File: config.mk
export PLATFORM = sky130hd
export DESIGN_NAME = piece_spawner_flat
export DESIGN_NICKNAME = d
export VERILOG_FILES = /design/src/rtl/tetris_pkg.sv /design/src/rtl/piece_spawner_if.sv /design/src/rtl/piece_spawner_shape_rom.sv /design/src/rtl/piece_spawner.sv /design/src/flat_wrapper.sv
export SDC_FILE = /design/constraint.sdc
export NUM_CORES = 1
export LEC_CHECK = 0
export ABC_AREA = 1
export CORE_MARGIN = 8
export CORE_UTILIZATION = 31
export CTS_CLUSTER_DIAMETER = 80
export CTS_CLUSTER_SIZE = 24
export DETAILED_ROUTE_END_ITERATION = 8
export SKIP_CTS_REPAIR_TIMING = 1
export SYNTH_ARGS = -nofsm -noshare
export SYNTH_HDL_FRONTEND = slang
export SYNTH_HIERARCHICAL = 1
export SYNTH_SLANG_ARGS = --single-unit
File: constraint.sdc
create_clock -name clk -period 2.6 [get_ports clk]
set_input_delay 0.26 -clock clk [delete_from_list [all_inputs] [get_ports clk]]
set_output_delay 0.26 -clock clk [all_outputs]
set_load 0.005 [all_outputs]
File: src/rtl/tetris_pkg.sv
// Shared definitions for the tetromino logic.
// - PIECE_* : piece identifiers (0 = no piece / invalid request)
// - state_t : spawner FSM state encoding, also exported for debug
// - cell_off_t / shape_cell() : the spawn shape table, giving the
//   (row, column offset) of cell k (0..3) of a piece. Cells are listed in
//   raster order (row 0 left to right, then row 1), which is also the order
//   in which the spawner reads and writes them.
package tetris_pkg;

    localparam logic [2:0] PIECE_NONE = 3'd0;
    localparam logic [2:0] PIECE_I    = 3'd1;
    localparam logic [2:0] PIECE_J    = 3'd2;
    localparam logic [2:0] PIECE_L    = 3'd3;
    localparam logic [2:0] PIECE_O    = 3'd4;
    localparam logic [2:0] PIECE_S    = 3'd5;
    localparam logic [2:0] PIECE_T    = 3'd6;
    localparam logic [2:0] PIECE_Z    = 3'd7;

    typedef enum logic [2:0] {
        ST_IDLE  = 3'd0,
        ST_CHECK = 3'd1,
        ST_WRITE = 3'd2,
        ST_OVER  = 3'd3,
        ST_DONE  = 3'd4
    } state_t;

    typedef struct packed {
        logic       row;     // 0 or 1: every piece spawns within two rows
        logic [1:0] coloff;  // 0..3 from the spawn column
    } cell_off_t;

    // Each shape is packed as {cell3, cell2, cell1, cell0}, 3 bits per cell
    // laid out as {row, coloff}.
    function automatic cell_off_t shape_cell(input logic [2:0] id, input logic [1:0] k);
        logic [11:0] tbl;
        case (id)
            PIECE_I: tbl = {3'b011, 3'b010, 3'b001, 3'b000};
            PIECE_J: tbl = {3'b110, 3'b101, 3'b100, 3'b000};
            PIECE_L: tbl = {3'b110, 3'b101, 3'b100, 3'b010};
            PIECE_O: tbl = {3'b110, 3'b101, 3'b010, 3'b001};
            PIECE_S: tbl = {3'b101, 3'b100, 3'b010, 3'b001};
            PIECE_T: tbl = {3'b110, 3'b101, 3'b100, 3'b001};
            PIECE_Z: tbl = {3'b110, 3'b101, 3'b001, 3'b000};
            default: tbl = 12'd0;
        endcase
        return cell_off_t'(tbl[int'(k) * 3 +: 3]);
    endfunction

endpackage

File: src/rtl/piece_spawner_if.sv
// Bundle between the spawner, the game-control FSM and the playfield RAM.
// - spawn_req/piece_id : request from game control
// - busy/done/game_over: status back to game control
// - rd_row/rd_col/rd_data : RAM read port (data one cycle after address)
// - wr_en/wr_row/wr_col/wr_data : RAM write port
//
// Handshake: spawn_req is a single-cycle request with no ready return. It is
// taken only in a cycle where the spawner is idle (busy low) and game_over is
// low; piece_id is captured in that same cycle. Requests in any other cycle
// are dropped without a response. Every taken request produces exactly one
// done pulse, and busy stays high from the cycle after acceptance up to and
// including the done cycle.
interface piece_spawner_if #(
    parameter int ROWS   = 20,
    parameter int COLS   = 10,
    parameter int CELL_W = 3
);
    localparam int RW = $clog2(ROWS);
    localparam int CW = $clog2(COLS);

    logic              spawn_req;
    logic [2:0]        piece_id;
    logic              busy;
    logic              done;
    logic              game_over;
    logic [RW-1:0]     rd_row;
    logic [CW-1:0]     rd_col;
    logic [CELL_W-1:0] rd_data;
    logic              wr_en;
    logic [RW-1:0]     wr_row;
    logic [CW-1:0]     wr_col;
    logic [CELL_W-1:0] wr_data;

    // Environment side: game control plus playfield RAM.
    modport master (
        output spawn_req, piece_id, rd_data,
        input  busy, done, game_over, rd_row, rd_col,
        input  wr_en, wr_row, wr_col, wr_data
    );

    // Spawner side.
    modport slave (
        input  spawn_req, piece_id, rd_data,
        output busy, done, game_over, rd_row, rd_col,
        output wr_en, wr_row, wr_col, wr_data
    );
endinterface

File: src/rtl/piece_spawner_shape_rom.sv
// shape_rom: combinational lookup of absolute playfield coordinates for
// cell k of piece id placed with its bounding box at (0, SPAWN_COL).
// Ports:
//   id  in  piece id (1..7; 0 yields the origin)
//   k   in  cell index 0..3
//   row out playfield row
//   col out playfield column
module shape_rom
    import tetris_pkg::*;
#(
    parameter  int ROWS      = 20,
    parameter  int COLS      = 10,
    parameter  int SPAWN_COL = 3,
    localparam int RW        = $clog2(ROWS),
    localparam int CW        = $clog2(COLS)
) (
    input  logic [2:0]    id,
    input  logic [1:0]    k,
    output logic [RW-1:0] row,
    output logic [CW-1:0] col
);

    cell_off_t off;

    always_comb begin
        off = shape_cell(id, k);
        row = RW'(off.row);
        col = CW'(SPAWN_COL) + CW'(off.coloff);
    end

endmodule

File: src/rtl/piece_spawner.sv
// piece_spawner: places a tetromino at the top of the playfield RAM after
// checking all four target cells for collision. A collision sets the sticky
// game_over flag instead of writing.
// Ports:
//   clk       in  system clock
//   resetn    in  asynchronous active-low reset
//   bus       slave side of piece_spawner_if (request, status, RAM ports)
//   dbg_state out current FSM state
// Flow: IDLE -> CHECK (4 reads, 5 cycles because of read latency)
//       -> WRITE (4 writes) or OVER -> DONE -> IDLE. An id of 0 goes straight
//       to DONE. All bus outputs are registered and hold when inactive.
module piece_spawner
    import tetris_pkg::*;
#(
    parameter int ROWS      = 20,
    parameter int COLS      = 10,
    parameter int SPAWN_COL = 3,
    parameter int CELL_W    = 3
) (
    input  logic                 clk,
    input  logic                 resetn,
    piece_spawner_if.slave       bus,
    output state_t               dbg_state
);

    localparam int RW = $clog2(ROWS);
    localparam int CW = $clog2(COLS);

    if (COLS < SPAWN_COL + 4 || ROWS < 2) begin : g_bad_params
        $fatal(1, "piece_spawner: illegal ROWS/COLS/SPAWN_COL combination");
    end

    state_t            state_q, state_d;
    logic [2:0]        cnt_q, cnt_d;
    logic [2:0]        id_q, id_d;
    logic              coll_q, coll_d;
    logic              busy_q, busy_d;
    logic              done_q, done_d;
    logic              game_over_q, game_over_d;
    logic [RW-1:0]     rd_row_q, rd_row_d;
    logic [CW-1:0]     rd_col_q, rd_col_d;
    logic              wr_en_q, wr_en_d;
    logic [RW-1:0]     wr_row_q, wr_row_d;
    logic [CW-1:0]     wr_col_q, wr_col_d;
    logic [CELL_W-1:0] wr_data_q, wr_data_d;

    logic [2:0]        rom_id;
    logic [1:0]        rom_k;
    logic [RW-1:0]     rom_row;
    logic [CW-1:0]     rom_col;
    logic              coll_now;

    shape_rom #(
        .ROWS      (ROWS),
        .COLS      (COLS),
        .SPAWN_COL (SPAWN_COL)
    ) u_shape_rom (
        .id  (rom_id),
        .k   (rom_k),
        .row (rom_row),
        .col (rom_col)
    );

    always_comb begin
        state_d     = state_q;
        cnt_d       = cnt_q;
        id_d        = id_q;
        coll_d      = coll_q;
        busy_d      = busy_q;
        done_d      = 1'b0;
        game_over_d = game_over_q;
        rd_row_d    = rd_row_q;
        rd_col_d    = rd_col_q;
        wr_en_d     = wr_en_q;
        wr_row_d    = wr_row_q;
        wr_col_d    = wr_col_q;
        wr_data_d   = wr_data_q;
        rom_id      = id_q;
        rom_k       = 2'd0;
        coll_now    = coll_q;

        case (state_q)
            ST_IDLE: begin
                // The ROM looks at the incoming id so cell 0's address can
                // be registered on the acceptance edge.
                rom_id = bus.piece_id;
                if (bus.spawn_req && !game_over_q) begin
                    busy_d = 1'b1;
                    id_d   = bus.piece_id;
                    if (bus.piece_id == PIECE_NONE) begin
                        done_d  = 1'b1;
                        state_d = ST_DONE;
                    end else begin
                        cnt_d    = 3'd0;
                        coll_d   = 1'b0;
                        rd_row_d = rom_row;
                        rd_col_d = rom_col;
                        state_d  = ST_CHECK;
                    end
                end
            end

            ST_CHECK: begin
                // cnt 0..3: address of cell cnt is on the bus; data of cell
                // cnt-1 is on rd_data (nothing valid yet when cnt is 0).
                // cnt 4: last datum arrives and the outcome is decided.
                rom_k    = (cnt_q == 3'd4) ? 2'd0 : cnt_q[1:0] + 2'd1;
                coll_now = coll_q | ((cnt_q != 3'd0) && (bus.rd_data != '0));
                coll_d   = coll_now;
                cnt_d    = cnt_q + 3'd1;
                if (cnt_q < 3'd3) begin
                    rd_row_d = rom_row;
                    rd_col_d = rom_col;
                end
                if (cnt_q == 3'd4) begin
                    cnt_d = 3'd0;
                    if (coll_now) begin
                        game_over_d = 1'b1;
                        state_d     = ST_OVER;
                    end else begin
                        wr_en_d   = 1'b1;
                        wr_row_d  = rom_row;
                        wr_col_d  = rom_col;
                        wr_data_d = CELL_W'(id_q);
                        state_d   = ST_WRITE;
                    end
                end
            end

            ST_WRITE: begin
                // cnt is the cell currently on the write port.
                rom_k = cnt_q[1:0] + 2'd1;
                if (cnt_q == 3'd3) begin
                    wr_en_d = 1'b0;
                    done_d  = 1'b1;
                    state_d = ST_DONE;
                end else begin
                    wr_row_d = rom_row;
                    wr_col_d = rom_col;
                    cnt_d    = cnt_q + 3'd1;
                end
            end

            ST_OVER: begin
                done_d  = 1'b1;
                state_d = ST_DONE;
            end

            ST_DONE: begin
                busy_d  = 1'b0;
                state_d = ST_IDLE;
            end

            default: begin
                state_d = ST_IDLE;
            end
        endcase
    end

    always_ff @(posedge clk or negedge resetn) begin
        if (!resetn) begin
            state_q     <= ST_IDLE;
            cnt_q       <= 3'd0;
            id_q        <= 3'd0;
            coll_q      <= 1'b0;
            busy_q      <= 1'b0;
            done_q      <= 1'b0;
            game_over_q <= 1'b0;
            rd_row_q    <= '0;
            rd_col_q    <= '0;
            wr_en_q     <= 1'b0;
            wr_row_q    <= '0;
            wr_col_q    <= '0;
            wr_data_q   <= '0;
        end else begin
            state_q     <= state_d;
            cnt_q       <= cnt_d;
            id_q        <= id_d;
            coll_q      <= coll_d;
            busy_q      <= busy_d;
            done_q      <= done_d;
            game_over_q <= game_over_d;
            rd_row_q    <= rd_row_d;
            rd_col_q    <= rd_col_d;
            wr_en_q     <= wr_en_d;
            wr_row_q    <= wr_row_d;
            wr_col_q    <= wr_col_d;
            wr_data_q   <= wr_data_d;
        end
    end

    assign bus.busy      = busy_q;
    assign bus.done      = done_q;
    assign bus.game_over = game_over_q;
    assign bus.rd_row    = rd_row_q;
    assign bus.rd_col    = rd_col_q;
    assign bus.wr_en     = wr_en_q;
    assign bus.wr_row    = wr_row_q;
    assign bus.wr_col    = wr_col_q;
    assign bus.wr_data   = wr_data_q;
    assign dbg_state     = state_q;

endmodule

File: src/flat_wrapper.sv
// flat-port wrapper written by rule: the top's interface ports become plain ports
module piece_spawner_flat import tetris_pkg::*;
#(
    parameter int ROWS      = 20,
    parameter int COLS      = 10,
    parameter int SPAWN_COL = 3,
    parameter int CELL_W    = 3
)
  (clk, resetn, dbg_state, bus_spawn_req, bus_piece_id, bus_rd_data, bus_busy, bus_done, bus_game_over, bus_rd_row, bus_rd_col, bus_wr_en, bus_wr_row, bus_wr_col, bus_wr_data);
  piece_spawner_if #(.ROWS(ROWS), .COLS(COLS), .CELL_W(CELL_W)) bus_i ();
  input  logic clk;
  input  logic resetn;
  output state_t dbg_state;
  input wire logic [$bits(bus_i.spawn_req)-1:0] bus_spawn_req;
  input wire logic [$bits(bus_i.piece_id)-1:0] bus_piece_id;
  input wire logic [$bits(bus_i.rd_data)-1:0] bus_rd_data;
  output wire logic [$bits(bus_i.busy)-1:0] bus_busy;
  output wire logic [$bits(bus_i.done)-1:0] bus_done;
  output wire logic [$bits(bus_i.game_over)-1:0] bus_game_over;
  output wire logic [$bits(bus_i.rd_row)-1:0] bus_rd_row;
  output wire logic [$bits(bus_i.rd_col)-1:0] bus_rd_col;
  output wire logic [$bits(bus_i.wr_en)-1:0] bus_wr_en;
  output wire logic [$bits(bus_i.wr_row)-1:0] bus_wr_row;
  output wire logic [$bits(bus_i.wr_col)-1:0] bus_wr_col;
  output wire logic [$bits(bus_i.wr_data)-1:0] bus_wr_data;
  assign bus_i.spawn_req = bus_spawn_req;
  assign bus_i.piece_id = bus_piece_id;
  assign bus_i.rd_data = bus_rd_data;
  assign bus_busy = bus_i.busy;
  assign bus_done = bus_i.done;
  assign bus_game_over = bus_i.game_over;
  assign bus_rd_row = bus_i.rd_row;
  assign bus_rd_col = bus_i.rd_col;
  assign bus_wr_en = bus_i.wr_en;
  assign bus_wr_row = bus_i.wr_row;
  assign bus_wr_col = bus_i.wr_col;
  assign bus_wr_data = bus_i.wr_data;
  piece_spawner #(.ROWS(ROWS), .COLS(COLS), .SPAWN_COL(SPAWN_COL), .CELL_W(CELL_W)) u_core (.clk(clk), .resetn(resetn), .bus(bus_i), .dbg_state(dbg_state));
endmodule
==> results.sh <==
export IMPL_status="complete, no violations"
export IMPL_clock_latency_ns=0.28
export IMPL_finalCritPeriodShare_pct=85.6
export IMPL_path_cells="nor2_2 > nand2_4 > o21ai_0 > nand2_1 > a21oi_1 > nand2_1 > nand2_1 > inv_1 > ha_1 > inv_1 > nand3_1 > nand2_1"
export IMPL_syn_area_mm2=0.00191
export IMPL_grt_usage_pct=10.2
export IMPL_gp_congestion=0.849
export IMPL_finalPower_uw=3470
export IMPL_antenna_found_initial=0
export IMPL_core_mm2=0.00592
export IMPL_dr_total_vias=1592
export IMPL_ys_warnings_count=6
export IMPL_drtIter0Drc=62
export IMPL_ys_flop_type="dfrtp_1"
export IMPL_setup_viol=0
export IMPL_grt_overflow_total=0
export IMPL_syn_inst=245
export IMPL_die_x_um=94.5
export IMPL_numCtsBuffers=5
export IMPL_cpMostUsedCell="nand2_1"
export IMPL_cts_root_buf="clkbuf_8"
export IMPL_maxCapViolCount=0
export IMPL_start_kind="flip-flop"
export IMPL_seqCellArea_um2=876
export IMPL_rows=28
export IMPL_fin_setup_tns_ns=0
export IMPL_ys_seq_area_share_pct=45.9
export IMPL_slew_viol_final=0
export IMPL_synth_avg_cell_area_um2=7.79
export IMPL_critPathKind="flip-flop to flip-flop"
export IMPL_drtAntennaViolNets=0
export IMPL_grt_pass1_vias=1594
export IMPL_pin_count=37
export IMPL_power_density_mw_per_mm2=1430
export IMPL_synth_seq_cells=35
export IMPL_wire_per_inst_um=11.5
export IMPL_hp_class="input pin to async pin"
export IMPL_hpwl_um=3300
export IMPL_worstPathArrival_ns=2.45
export IMPL_diodes=0
export IMPL_rsz0062_at_grt="false"
export IMPL_slowest_stage="dfrtp_1"
export IMPL_synth_top_area_cell="dfrtp_1"
export IMPL_placed_area_mm2=0.00234
export IMPL_cp_slowest_stage_delay_ns=0.46
export IMPL_grt_pass1_wl_um=7250
export IMPL_initial_core_util_pct=32.2
export IMPL_synth_distinct_cells=24
export IMPL_fp_dieArea_mm2=0.00892
export IMPL_multiInputGateArea_um2=873
export IMPL_fin_nets=301
export IMPL_htreeDepth=2
export IMPL_leakage_uw=0.00125
export IMPL_pre_cts_slack_ns=0.370
export IMPL_fp_dieH_um=94.5
export IMPL_worst_setup_path_end_kind="flip-flop"
export IMPL_clkSinkCount=35
export IMPL_final_hold_violation_count=0
export IMPL_fin_area_mm2=0.00243
export IMPL_drt_wl_total_um=4180
export IMPL_synthTopCellsByArea="dfrtp_1 46%, nand2_1 18%, nand3_1 7.3%, inv_1 4.9%, o21ai_0 3.1%"
export IMPL_fmax_mhz=449
export IMPL_fill_cells=612
export IMPL_post_route_drc_count=0
export IMPL_viasPerCell=4.39
export IMPL_dr_pass1_iters=4
export IMPL_finalClockSkew_ns=0.00504
export IMPL_worstPathMaxFanout=10
export IMPL_fin_ws_ns=0.374
export IMPL_clk_pin_slew_ns=0.07
export IMPL_fin_util_pct=41.1
export IMPL_cts_tree="yes"
export IMPL_period_needed_ns=2.23
export IMPL_async_flop_share_pct=100
export IMPL_port_buffers=36
export IMPL_grt_max_degree=36
export IMPL_syn2layout_area_growth_pct=27.4
export IMPL_clockBufferDepth=2
export IMPL_cp_required_ns=2.82
export IMPL_drive_gt1_share_pct=13.2
export IMPL_synth_edff_count=0
export IMPL_yosysTopAreaCellShare_pct=45.9
export IMPL_rr_worst_depth=12
export IMPL_ir_drop_mv=0.411
export IMPL_yosysMostFrequentCell="nand2_1"
export IMPL_synth_common_cells="90 x nand2_1, 35 x dfrtp_1, 28 x nand3_1"
[cell families after synthesis]
kind of cell,synth area share (%)
buf+inv,9.11
fa+ha+maj,2.62
simple gates,37.4
compound gates,4.79
other cells,0.197
flops,45.9
[per-stage QoR]
step | std cells | hold WS, ns
floorplan | 249 | -0.0356
global placement | 356 | 0.456
detailed placement | 356 | 0.461
CTS | 363 | 0.411
global route | 363 | 0.422
finish | 363 | 0.386
[registers in the layout, indices dropped and copies added, names as in the netlist]
register / flops
u_core/bus.busy: 1
u_core/bus.wr_en: 1
u_core/bus.rd_row: 5
u_core/bus.rd_col: 4
u_core/bus.done: 1
u_core/bus.wr_col: 4
u_core/bus.game_over: 1
u_core/bus.wr_row: 5
u_core/bus.wr_data: 3
u_core/dbg_state: 3
u_core/cnt_q: 3
u_core/id_q: 3
u_core/coll_q: 1
[cells in the final DEF (no fill, tap or decap), drive strengths merged]
master,n
nand3b,1
clkbuf,6
ha,4
nand2,101
nor2,15
clkinv,1
conb,5
o21ai,12
clkdlybuf4s50,36
dfrtp,35
nand4,1
inv,32
nor3,3
a21oi,4
o21bai,1
nand3,29
buf,2
[power breakdown]
part / internal, µW / total [µW] / switching, µW
combinational: 866 / 2100 / 1230
clock: 208 / 391 / 183
sequential: 806 / 979 / 173
total: 1880 / 3470 / 1590
[metal layers]
layer	track usage, %	part of all wire [%]	vias up
met5	0	0	-
met4	5.20	1.9	0
met3	2.86	5.3	7
met2	17.4	47	26
met1	11.3	46	718
li1	-	-	841
[worst paths after layout]
kind,from,to,slack [ns]
setup / recovery,u_core/dbg_state[0],u_core/bus.rd_col[1],0.37
hold reg to reg,u_core/bus.rd_col[0],u_core/bus.rd_col[0],0.47
min in group clk,u_core/bus.rd_col[0],u_core/bus.rd_col[0],0.47
hold / removal,resetn,u_core/bus.wr_data[1],0.39
max in group asynchronous,resetn,u_core/bus.rd_row[3],1.88
setup reg to reg,u_core/dbg_state[0],u_core/bus.rd_col[1],0.37
[final cells by class]
cell class	instances	area share, %
timing repair buffer	38	15.4
clock inverter	1	0.206
clock buffer	6	3.40
tap	75	3.86
multi-input combinational	176	35.9
inverter	32	5.15
sequential	35	36.0
[critical path: cells and delay by family, from the launching register on]
| family | cells | cell delay [ns] |
|---|---|---|
| AND/OR/NAND/NOR | 7 | 0.74 |
| AO/OA/AOI/OAI | 2 | 0.57 |
| flip-flops | 1 | 0.46 |
| adder cells (fa/ha/maj) | 1 | 0.28 |
| buffers and inverters | 2 | 0.13 |
Note: power is estimated with default switching activity, not from simulation.
